**src/rtl/cdb_scheduler.sv**
```systemverilog
// -----------------------------------------------------------------------------
// cdb_scheduler
//   Arbitrates the single Common Data Bus between NUM_SRC functional units.
//   In each cycle one pending result is granted. The oldest instruction wins.
//   The granted result is broadcast one cycle later from registers: the tag and
//   data go to the reservation stations, and RD/wren_banco drive the register
//   bank write port.
//
// Optional feature (compile-time macro CDB_STARVE_GUARD_EN):
//   Adds a saturating wait counter for each source. A source whose counter has
//   reached STARVE_MAX overrides age order. Among several starved sources, the
//   lowest index wins. When the macro is undefined, the block uses pure age
//   order with an index tie-break, and no counters exist.
//
// Ports
//   CLK         in   clock, rising edge
//   CLR         in   asynchronous reset, active-low
//   flush       in   drop this cycle's grant, so no broadcast happens next cycle
//   src_valid   in   [NUM_SRC]          result pending, one bit per source
//   src_ready   out  [NUM_SRC]          grant, one-hot or zero, combinational
//   src_data    in   [NUM_SRC*DATA_W]   result, source i at [i*DATA_W +: DATA_W]
//   src_tag     in   [NUM_SRC*TAG_W]    producing reservation-station id
//   src_rd      in   [NUM_SRC*RD_W]     destination register index
//   src_rd_we   in   [NUM_SRC]          1 = write the register bank (0 for stores)
//   src_seq     in   [NUM_SRC*SEQ_W]    issue sequence number (wraps)
//   cdb_valid   out  broadcast valid, registered
//   cdb_tag     out  [TAG_W]  broadcast tag
//   cdb_data    out  [DATA_W] broadcast data
//   wren_banco  out  register-bank write enable, registered
//   RD          out  [RD_W]   register-bank write index
// -----------------------------------------------------------------------------
module cdb_scheduler #(
  parameter int NUM_SRC    = 3,
  parameter int DATA_W     = 16,
  parameter int TAG_W      = 4,
  parameter int RD_W       = 3,
  parameter int SEQ_W      = 10,
  parameter int STARVE_MAX = 15
) (
  input  logic                      CLK,
  input  logic                      CLR,
  input  logic                      flush,
  input  logic [NUM_SRC-1:0]        src_valid,
  output logic [NUM_SRC-1:0]        src_ready,
  input  logic [NUM_SRC*DATA_W-1:0] src_data,
  input  logic [NUM_SRC*TAG_W-1:0]  src_tag,
  input  logic [NUM_SRC*RD_W-1:0]   src_rd,
  input  logic [NUM_SRC-1:0]        src_rd_we,
  input  logic [NUM_SRC*SEQ_W-1:0]  src_seq,
  output logic                      cdb_valid,
  output logic [TAG_W-1:0]          cdb_tag,
  output logic [DATA_W-1:0]         cdb_data,
  output logic                      wren_banco,
  output logic [RD_W-1:0]           RD
);

  localparam int IDX_W = $clog2(NUM_SRC);

  // Reject unsupported configurations when the design is elaborated.
  if (NUM_SRC < 2 || NUM_SRC > 8 || STARVE_MAX < 1 || SEQ_W < 2) begin : g_bad_cfg
    $error("cdb_scheduler: unsupported parameter set");
  end

  // ---------------------------------------------------------------------------
  // Split the flat source buses into per-source arrays
  // ---------------------------------------------------------------------------
  logic [DATA_W-1:0] data_arr [NUM_SRC];
  logic [TAG_W-1:0]  tag_arr  [NUM_SRC];
  logic [RD_W-1:0]   rd_arr   [NUM_SRC];
  logic [SEQ_W-1:0]  seq_arr  [NUM_SRC];

  for (genvar gi = 0; gi < NUM_SRC; gi++) begin : g_unpack
    assign data_arr[gi] = src_data[gi*DATA_W +: DATA_W];
    assign tag_arr[gi]  = src_tag[gi*TAG_W +: TAG_W];
    assign rd_arr[gi]   = src_rd[gi*RD_W +: RD_W];
    assign seq_arr[gi]  = src_seq[gi*SEQ_W +: SEQ_W];
  end

  // a is older than b when (a - b) mod 2^SEQ_W has its MSB set. This stays
  // correct across wrap-around, because in-flight seqs span less than half
  // of the number space.
  function automatic logic is_older(input logic [SEQ_W-1:0] a,
                                    input logic [SEQ_W-1:0] b);
    logic [SEQ_W-1:0] diff;
    diff = a - b;
    return diff[SEQ_W-1];
  endfunction

  // ---------------------------------------------------------------------------
  // Optional starvation guard
  // ---------------------------------------------------------------------------
  logic [NUM_SRC-1:0] starved;

`ifdef CDB_STARVE_GUARD_EN
  localparam int CNT_W = $clog2(STARVE_MAX + 1);

  for (genvar gi = 0; gi < NUM_SRC; gi++) begin : g_starve
    logic [CNT_W-1:0] wait_q;
    logic [CNT_W-1:0] wait_d;

    assign starved[gi] = src_valid[gi] && (wait_q == CNT_W'(STARVE_MAX));

    always_comb begin
      wait_d = wait_q;
      if (flush || !src_valid[gi] || src_ready[gi]) begin
        wait_d = '0;
      end else if (wait_q != CNT_W'(STARVE_MAX)) begin
        wait_d = wait_q + 1'b1;
      end
    end

    always_ff @(posedge CLK or negedge CLR) begin
      if (!CLR) begin
        wait_q <= '0;
      end else begin
        wait_q <= wait_d;
      end
    end
  end
`else
  assign starved = '0;
`endif

  // ---------------------------------------------------------------------------
  // Arbitration
  // ---------------------------------------------------------------------------
  logic             found;
  logic             starve_found;
  logic [IDX_W-1:0] win_idx;
  logic [SEQ_W-1:0] win_seq;
  logic             grant_any;

  always_comb begin
    found        = 1'b0;
    starve_found = 1'b0;
    win_idx      = '0;
    win_seq      = '0;
    // Scan the sources in index order. A later source replaces the current
    // winner only when it is strictly older, so equal seqs go to the lowest
    // index.
    for (int i = 0; i < NUM_SRC; i++) begin
      if (src_valid[i] && (!found || is_older(seq_arr[i], win_seq))) begin
        found   = 1'b1;
        win_idx = IDX_W'(i);
        win_seq = seq_arr[i];
      end
    end
    // A starved source overrides age order. The lowest starved index wins.
    for (int i = 0; i < NUM_SRC; i++) begin
      if (starved[i] && !starve_found) begin
        starve_found = 1'b1;
        win_idx      = IDX_W'(i);
      end
    end
  end

  // While CLR is low, no grant is issued, because it would be lost anyway.
  assign grant_any = found && !flush && CLR;

  for (genvar gi = 0; gi < NUM_SRC; gi++) begin : g_ready
    assign src_ready[gi] = grant_any && (win_idx == IDX_W'(gi));
  end

  // ---------------------------------------------------------------------------
  // Broadcast registers
  // ---------------------------------------------------------------------------
  logic              cdb_valid_q, cdb_valid_d;
  logic              wren_q,      wren_d;
  logic [TAG_W-1:0]  tag_q,       tag_d;
  logic [DATA_W-1:0] data_q,      data_d;
  logic [RD_W-1:0]   rd_q,        rd_d;

  always_comb begin
    cdb_valid_d = grant_any;
    wren_d      = 1'b0;
    tag_d       = tag_q;
    data_d      = data_q;
    rd_d        = rd_q;
    if (grant_any) begin
      wren_d = src_rd_we[win_idx];
      tag_d  = tag_arr[win_idx];
      data_d = data_arr[win_idx];
      rd_d   = rd_arr[win_idx];
    end
  end

  always_ff @(posedge CLK or negedge CLR) begin
    if (!CLR) begin
      cdb_valid_q <= 1'b0;
      wren_q      <= 1'b0;
      tag_q       <= '0;
      data_q      <= '0;
      rd_q        <= '0;
    end else begin
      cdb_valid_q <= cdb_valid_d;
      wren_q      <= wren_d;
      tag_q       <= tag_d;
      data_q      <= data_d;
      rd_q        <= rd_d;
    end
  end

  assign cdb_valid  = cdb_valid_q;
  assign wren_banco = wren_q;
  assign cdb_tag    = tag_q;
  assign cdb_data   = data_q;
  assign RD         = rd_q;

endmodule
```
**config.mk**
```make
export PLATFORM = sky130hd
export DESIGN_NAME = cdb_scheduler
export DESIGN_NICKNAME = d
export VERILOG_FILES = /design/src/rtl/cdb_scheduler.sv
export SDC_FILE = /design/constraint.sdc
export NUM_CORES = 1
export LEC_CHECK = 0
export BUFFER_PORTS_ARGS = -buffer_cell sky130_fd_sc_hd__buf_4
export CAP_MARGIN = 20
export CORE_MARGIN = 4
export CORE_UTILIZATION = 49
export DETAILED_ROUTE_END_ITERATION = 16
export HOLD_SLACK_MARGIN = 0.05
export PLACE_DENSITY = 0.95
export SKIP_CTS_REPAIR_TIMING = 1
export SLEW_MARGIN = 20
export SYNTH_ARGS = -nofsm -noshare
export SYNTH_HDL_FRONTEND = slang
export SYNTH_SLANG_ARGS = --single-unit
```
**constraint.sdc**
```tcl
create_clock -name CLK -period 15 [get_ports CLK]
set_input_delay 2.25 -clock CLK [delete_from_list [all_inputs] [get_ports CLK]]
set_output_delay 2.25 -clock CLK [all_outputs]
set_load 0.01 [all_outputs]
```
==> results of run 1 <==
[synth_stat cells (2+ instances only)]
cell type / count
a21oi_1: 30
nand2_1: 27
nand3_1: 26
dfrtp_1: 25
a211oi_1: 22
nor2_1: 22
clkbuf_1: 19
ha_1: 16
or3_1: 16
a221o_1: 9
o21ai_0: 9
or2_2: 9
a2111o_1: 8
a32o_1: 8
o211ai_1: 8
mux2i_1: 7
nand4_1: 7
nand3b_1: 3
a211o_1: 2
a31oi_1: 2
buf_1: 2
buf_6: 2
clkinv_1: 2
nor2b_1: 2
o21a_1: 2
o21ai_1: 2
[power by group]
part           internal, µW  switching (µW)  leakage, µW
Combinational          77.9            83.0      0.00124
Clock                  19.1            22.8    0.0000228
Sequential             83.9            9.28     0.000280
Total                   181             115      0.00154
[final cells by class]
| class | count | area [µm²] |
|---|---|---|
| sequential | 25 | 626 |
| clock buffer | 4 | 45.0 |
| tap | 67 | 83.8 |
| timing repair buffer | 137 | 1030 |
| fill | 386 | 1270 |
| multi-input combinational | 251 | 1750 |
| inverter | 3 | 11.3 |
[flip-flops by register name (all words and copies together) (netlist names)]
register	flops
RD	3
cdb_data	16
cdb_tag	4
cdb_valid	1
wren_banco	1
[through the flow]
step | power [µW] | hold WS (ps)
finish | 296 | 542
global route | 313 | 563
CTS | 294 | 551
detailed placement | 254 | 528
global placement | 249 | 522
floorplan | 187 | 568
[critical path: cells and delay by family]
family / cells / cell delay (ps)
AND/OR/NAND/NOR: 4 / 450
buffers and inverters: 3 / 670
AO/OA/AOI/OAI: 9 / 3030
XOR/XNOR: 1 / 200
adder cells (fa/ha/maj): 2 / 570
[layer usage]
layer | track usage [%] | vias to the layer above | part of all wire, %
met1 | 30.4 | 1414 | 37
met5 | 0 | - | 0
met4 | 11.0 | 0 | 3.1
met3 | 5.67 | 29 | 9.9
met2 | 47.8 | 199 | 50
li1 | - | 1410 | -
[worst max path at each step]
stage | startpoint | cells after the start | to | slack, ps
final | src_valid[0] | 19 | src_ready[1] | 5560
after CTS | src_valid[0] | 18 | src_ready[1] | 5280
after global placement | src_valid[0] | 18 | src_ready[1] | 5560
after floorplan | src_valid[0] | 21 | src_ready[2] | 5780
after global routing | src_valid[0] | 19 | src_ready[1] | 5230
after detailed placement | src_valid[0] | 18 | src_ready[1] | 5290
[kinds of logic after synthesis]
group | count (synthesis) | share of synthesized area, %
AND/OR/NAND/NOR | 116 | 23.2
adder cells (fa/ha/maj) | 16 | 8.05
XOR/XNOR | 4 | 2.92
multiplexers | 7 | 2.82
buffers and inverters | 28 | 5.03
flip-flops | 25 | 25.2
AO/OA/AOI/OAI | 108 | 32.9
==> flow_summary.ini, run 1 <==
[status]
outcome = complete, no violations

[routing]
via_per_inst = 6.27
firstDrtPassIters = 6
routedWlPerCell_um = 17.7
drc_errors = 0
vias = 3052
initialDrtViolationCount = 205
antenna_left = 0
routed_wl_um = 8640

[synth]
ys_seq_elements = 25
synth_area_per_cell_um2 = 8.18
synth_edf_count = 0
synth_cell_types = 43
netlist.area_leader.share_pct = 25.2
ys_async_sr_fraction_pct = 100
ys_warn_count = 0
netlist_top_cells_area = dfrtp_1 25%, ha_1 8.1%, a211oi_1 6.6%
synth_flop_cell = dfrtp_1
syn_nets = 428
yosysSeqAreaShare_pct = 25.2
syn_area_um2 = 2490
syn_inst = 304
synth_largest_area_cell = dfrtp_1

[min_path]
min_from = cdb_data[4]
whs_path_depth = 2
hold_end = cdb_data[4]
hold_class = reg -> reg

[power]
power_density_nw_per_um2 = 83.4
vdd_drop_max_mv = 0.0449
cellLeakagePower_uw = 0.00154

[timing]
skew_ps = 0
rsz0062_at_grt = no
relSlewSlack_pct = 33.2
tightest_slew_ps = 996
period_share_pct = 62.9
setup_violations = 0
tns_ps = 0
fin_ws_ps = 5560
layout_min_cycle_time_ps = 9440
slew_violations = 0
finalHoldViolCount = 0
max_freq_ghz = 0.106

[cells_and_area]
final_cell_area_um2 = 3550
final_cells = 487
final_common_cell = buf_4
drive_above_1_share_pct = 37.4
diodes = 0
final_cell_mix = 137 x buf_4, 30 x a21oi_1, 27 x nand2_1
final_util_pct = 73.7
synthToLayoutAreaGrowth_pct = 42.7
nets = 545

[clock_tree]
clock_latency_ps = 270
root_buffer = clkbuf_8
numCtsBuffers = 3
path_clk_slew_ps = 90
cts_max_path_buffers = 2
cts.sinks = 25
cts_tree = yes
htreeDepth = 1

[setup_path]
worstReg2RegStart = cdb_data[10]
cp-end-kind = output port
r2r_end = cdb_data[10]
cp_max_fo = 26
critPathMostFrequentCell = buf_4
reg2reg_slack_ps = 13850
required_ps = 12750
cp_slowest_stage_delay_ps = 650
crit_chain = buf_4 -> nand2_1 -> ha_1 -> a211o_1 -> a221oi_2 -> o211ai_1 -> a31oi_4 -> nor2_1 -> a21oi_1 -> ha_1 -> a211oi_1 -> nand3_1 -> o211ai_1 -> nand3b_1 -> o22ai_4 -> xnor2_4 -> buf_4 -> a211oi_4 -> buf_4
arrival_ps = 7190
cp_slowest_cell = a31oi_4
worstSetupStartpointType = primary input
crit_type = in -> out
reg2reg_depth = 3

[global_route]
grt_overflow_total = 0
grtUsageTotal_pct = 26.6
grt_pass1_wl_um = 13400
antenna_found_initial = 0
grt_max_degree = 50
grt_pass1_vias = 2924

[die]
initial_core_util_pct = 51.6
die_y_um = 79.2
ios = 136
rows = 25
coreArea_um2 = 4820
fp.dieW_um = 79.2
die-area_um2 = 6280

[placed_design]
postPlaceCellArea_um2 = 3490
dp_hpwl_um = 6600
pre_cts_ws_ps = 5290
gp_congestion = 0.875
dp_cells = 483
io_buffers = 135

[job]
cap_viol_max_count = 0
No activity file was read; power rests on OpenSTA's default activity.
==> inputs of run 2 (changes only) <==
Settings changed: CORE_UTILIZATION 49 to 46, PLACE_DENSITY 0.95 to 0.93.
Clock period 15 ns to 9.56 ns, I/O delays scaled along.
==> flow_summary.ini, run 2 (synthesis gave the netlist of run 1 again) <==
[clock_tree]
root_buffer = clkbuf_8
cts.sinks = 25
clock_latency_ps = 270
cts_tree = yes
path_clk_slew_ps = 110
numCtsBuffers = 3
htreeDepth = 1
cts_max_path_buffers = 2

[cells_and_area]
final_cell_mix = 137 x buf_4, 30 x a21oi_1, 27 x nand2_1
diodes = 0
synthToLayoutAreaGrowth_pct = 43.0
drive_above_1_share_pct = 37.6
final_util_pct = 68.7
final_common_cell = buf_4
final_cell_area_um2 = 3560
nets = 545
largest_register_ff_count = 16

[routing]
routed_wl_um = 8550
initialDrtViolationCount = 197
antenna_left = 0
routedWlPerCell_um = 17.5
drc_errors = 0
via_per_inst = 6.07
vias = 2975
firstDrtPassIters = 6

[setup_path]
cp-startpoint = src_valid[0]
worstSetupStartpointType = primary input
required_ps = 8130
crit_type = in -> out
worstReg2RegStart = cdb_data[10]
cp-end-kind = output port
arrival_ps = 6230
cp_max_fo = 41

[timing]
max_freq_ghz = 0.130
rsz0062_at_grt = no
setup_violations = 0
slew_violations = 0
layout_min_cycle_time_ps = 7670
relSlewSlack_pct = 27.9
finalHoldViolCount = 0
tns_ps = 0
skew_ps = 0
period_share_pct = 80.2
tightest_slew_ps = 1080

[die]
coreArea_um2 = 5170
die-area_um2 = 6640
fp.dieW_um = 81.5
rows = 26
die_y_um = 81.5
initial_core_util_pct = 48.1
ios = 136

[placed_design]
gp_congestion = 0.874
dp_hpwl_um = 6480
io_buffers = 135
postPlaceCellArea_um2 = 3500

[global_route]
antenna_found_initial = 0
grt_pass1_vias = 2860
grt_overflow_total = 0
grt_pass1_wl_um = 13200
grt_max_degree = 50
grtUsageTotal_pct = 24.7

[power]
vdd_drop_max_mv = 0.0801
pwr-share-clk_pct = 14.4
power_uw = 465
power.internal_uw = 282
power_frac_seq_pct = 31.4
p_comb_share_pct = 54.2
swShare_pct = 39.4
switching_power_uw = 183
power_density_nw_per_um2 = 131
cellLeakagePower_uw = 0.00154

[min_path]
min_from = cdb_tag[3]
hold_class = reg -> reg

[status]
outcome = complete, no violations

[job]
cap_viol_max_count = 0
[run 2: changes by cell type in the layout (fill, tap and decap cells not counted)]
| cell | before | now |
|---|---|---|
| clkbuf_1 | 1 | 0 |
| clkinvlp_4 | 0 | 1 |
[run 2: power by group through the flow]
stage / Clock [µW] / Combinational (µW) / Sequential (µW)
5_1_grt: 72.6 / 275 / 148
2_1_floorplan: 0 / 134 / 159
6_report: 66.8 / 252 / 146
3_3_place_gp: 0 / 243 / 146
4_1_cts: 67.2 / 251 / 146
3_5_place_dp: 0 / 250 / 148
[run 2: cell type report]
| type | instances | area (µm²) |
|---|---|---|
| Fill cell | 440 | 1620 |
| Multi-Input combinational cell | 251 | 1750 |
| Timing Repair Buffer | 137 | 1030 |
| Clock buffer | 3 | 41.3 |
| Clock inverter | 1 | 7.51 |
| Tap cell | 70 | 87.6 |
| Inverter | 3 | 11.3 |
| Sequential cell | 25 | 626 |
[run 2: path summary, 6_finish.rpt]
check | slack [ps] | to | cells past startpoint
max | 1890 | src_ready[1] | 18
min | 550 | cdb_tag[3] | 2
max reg2reg | 8350 | cdb_data[10] | 3
min reg2reg | 550 | cdb_tag[3] | 2
max in group asynchronous | 8230 | cdb_data[11] | 1
min in group asynchronous | 1060 | RD[2] | 1
[run 2: layer usage]
| metal | GRT usage (%) | up-vias | part of all wire (%) |
|---|---|---|---|
| li1 | - | 1411 | - |
| met1 | 30.2 | 1394 | 38 |
| met2 | 45.4 | 154 | 50 |
| met3 | 3.62 | 16 | 9.3 |
| met4 | 5.57 | 0 | 1.9 |
| met5 | 0 | - | 0 |
[run 2: worst max-delay path, stage by stage]
cell	delay, ps
buf_4	200
nand2_1	110
ha_1	300
a211o_1	320
a221oi_2	300
o211ai_1	230
a31oi_4	630
nor2_1	100
a21oi_1	150
ha_1	270
a211oi_1	260
nand3_1	100
o211ai_1	230
nand3b_1	150
o22ai_4	310
xnor2_4	350
a211oi_4	560
buf_4	210
[run 2: per-stage QoR]
step                hold slack, ps  instances  setup slack (ps)
CTS                            553        490              1590
detailed placement             523        486              1610
global route                   584        490              1490
global placement               520        486              1800
finish                         555        490              1890
floorplan                      568        304              1970
==> inputs of run 3 (changes only) <==
Settings changed: ABC_AREA from default to 1, CORE_UTILIZATION 46 to 39, PLACE_DENSITY 0.93 to 0.88.
Clock period 9.56 ns to 6.4 ns, I/O delays scaled along.
==> flow_summary.ini, run 3 <==
[status]
outcome = complete, no violations

[die]
ios = 136
die_y_um = 82.5
rows = 26
die-area_um2 = 6800
coreArea_um2 = 5240
fp.dieW_um = 82.5
initial_core_util_pct = 41.3

[synth]
ys_async_sr_fraction_pct = 100
synth_largest_area_cell = dfrtp_1
syn_inst = 322
synth_flop_cell = dfrtp_1
synth_area_per_cell_um2 = 6.71
ys_warn_count = 0
synth_common_cells = 121 x nand2_1, 32 x nand3_1, 27 x nand3b_1
yosysMostFrequentCell = nand2_1
synth_edf_count = 0
synth_cell_types = 25
syn_area_um2 = 2160
netlist_top_cells_area = dfrtp_1 29%, nand2_1 21%, nand3b_1 9.4%
yosysSeqAreaShare_pct = 28.9
syn_nets = 446
ys_seq_elements = 25
netlist.area_leader.share_pct = 28.9

[cells_and_area]
largest_register_ff_count = 16
nets = 569
synthToLayoutAreaGrowth_pct = 49.3
drive_above_1_share_pct = 34.0
final_cell_mix = 136 x buf_4, 121 x nand2_1, 32 x nand3_1
diodes = 0
fillCellCount = 485
final_common_cell = buf_4

[clock_tree]
cts.sinks = 25
cts_max_path_buffers = 2
cts_tree = yes
clock_latency_ps = 270
numCtsBuffers = 3
path_clk_slew_ps = 90
root_buffer = clkbuf_8
htreeDepth = 1

[timing]
relSlewSlack_pct = 37.0
finalHoldViolCount = 0
layout_min_cycle_time_ps = 5930
slew_violations = 0
tns_ps = 0
setup_violations = 0
tightest_slew_ps = 944
rsz0062_at_grt = no
finalHoldWorstSlack_ps = 508
skew_ps = 0
max_freq_ghz = 0.169
period_share_pct = 92.7

[global_route]
grt_use_met2_pct = 36.9
use_met1_pct = 27.8
use_met3_pct = 3.47
grt_max_degree = 33
grt_overflow_total = 0
antenna_found_initial = 0
grt_pass1_wl_um = 11600
busiest_layer = met2
grt_pass1_vias = 2603
grtUsageTotal_pct = 21.9

[routing]
initialDrtViolationCount = 115
firstDrtPassIters = 4
routedWlPerCell_um = 14.6
drc_errors = 0
antenna_left = 0
vias = 2616
via_per_inst = 5.09
routed_wl_um = 7490

[setup_path]
cp-end-kind = output port
required_ps = 5440
cp_max_fo = 32
arrival_ps = 4970
crit_type = in -> out
worstSetupStartpointType = primary input

[power]
power_density_nw_per_um2 = 183
vdd_drop_max_mv = 0.122
cellLeakagePower_uw = 0.00177

[placed_design]
gp_congestion = 0.877
io_buffers = 135
dp_hpwl_um = 5960

[job]
cap_viol_max_count = 0

[min_path]
hold_class = reg -> reg
run 3: cell count changes after synthesis, moves of 12 or more:
cell / previous run / this run
a21oi_1: 30 / 5
or3_1: 16 / 0
nand3b_1: 3 / 27
a211oi_1: 22 / 1
clkbuf_1: 19 / 7
inv_1: 1 / 20
nand2_1: 27 / 121
run 3: final timing paths:
kind	endpoint	startpoint	cells after the start	slack [ps]
max	src_ready[0]	src_valid[0]	24	470
min	cdb_data[11]	cdb_data[11]	2	510
max reg2reg	cdb_data[3]	cdb_data[3]	3	5590
min reg2reg	cdb_data[11]	cdb_data[11]	2	510
max in group asynchronous	cdb_data[3]	CLR	1	5550
min in group asynchronous	cdb_data[6]	CLR	1	580
run 3: kinds of logic (layout without fill, tap and decap cells):
| group | Yosys count | after routing | share of synthesized area, % |
|---|---|---|---|
| AOI/OAI and AO/OA | 16 | 16 | 4.28 |
| xor gates and xnor gates | 1 | 1 | 0.405 |
| adders and majority gates | 16 | 16 | 9.26 |
| buffers and inverters | 38 | 160 | 7.70 |
| DFF | 25 | 25 | 28.9 |
| and+or+nand+nor | 226 | 226 | 49.4 |
run 3: critical path, cell delays in order:
cell	delay, ps
buf_4	170
nand2_1	100
ha_1	300
nand2_1	90
inv_1	50
a21oi_1	200
nand3_1	110
nand2_1	100
nand3_2	120
nand2_2	420
nand2_1	100
o21ai_0	100
ha_1	270
a21oi_1	130
nor2_1	50
a211oi_1	210
o221a_2	250
nand2_1	50
nand2_1	70
nand3_2	90
nand2_2	360
nand2_1	160
nor2_4	310
buf_4	200
run 3: final cells by class:
cell class | count | area (µm²) | area share [%]
flip-flops and latches | 25 | 626 | 19.4
clock inverters | 1 | 7.51 | 0.233
well taps | 70 | 87.6 | 2.71
inverters | 20 | 75.1 | 2.33
clock buffers | 3 | 41.3 | 1.28
repair buffers | 136 | 1020 | 31.6
multi-input cells | 259 | 1370 | 42.4
run 3: metal layers:
metal,vias to the layer above,routed length (µm)
met4,0,292
met3,27,468
met2,101,3780
li1,1306,-
met5,-,0
met1,1182,2950
run 3: power breakdown:
| group | switching, µW | internal, µW |
|---|---|---|
| Clock | 53.7 | 44.2 |
| Sequential | 18.6 | 191 |
| Combinational | 143 | 141 |
run 3: per-stage QoR:
| stage | setup WS (ps) | total power [µW] | cells | util [%] | area (µm²) |
|---|---|---|---|---|---|
| CTS | 478 | 596 | 514 | 61.6 | 3230 |
| finish | 469 | 591 | 514 | 61.6 | 3230 |
| global placement | 811 | 488 | 510 | 60.7 | 3180 |
| global route | 32.2 | 639 | 514 | 61.6 | 3230 |
| floorplan | 1170 | 356 | 322 | - | 2160 |
| detailed placement | 484 | 497 | 510 | 60.7 | 3180 |
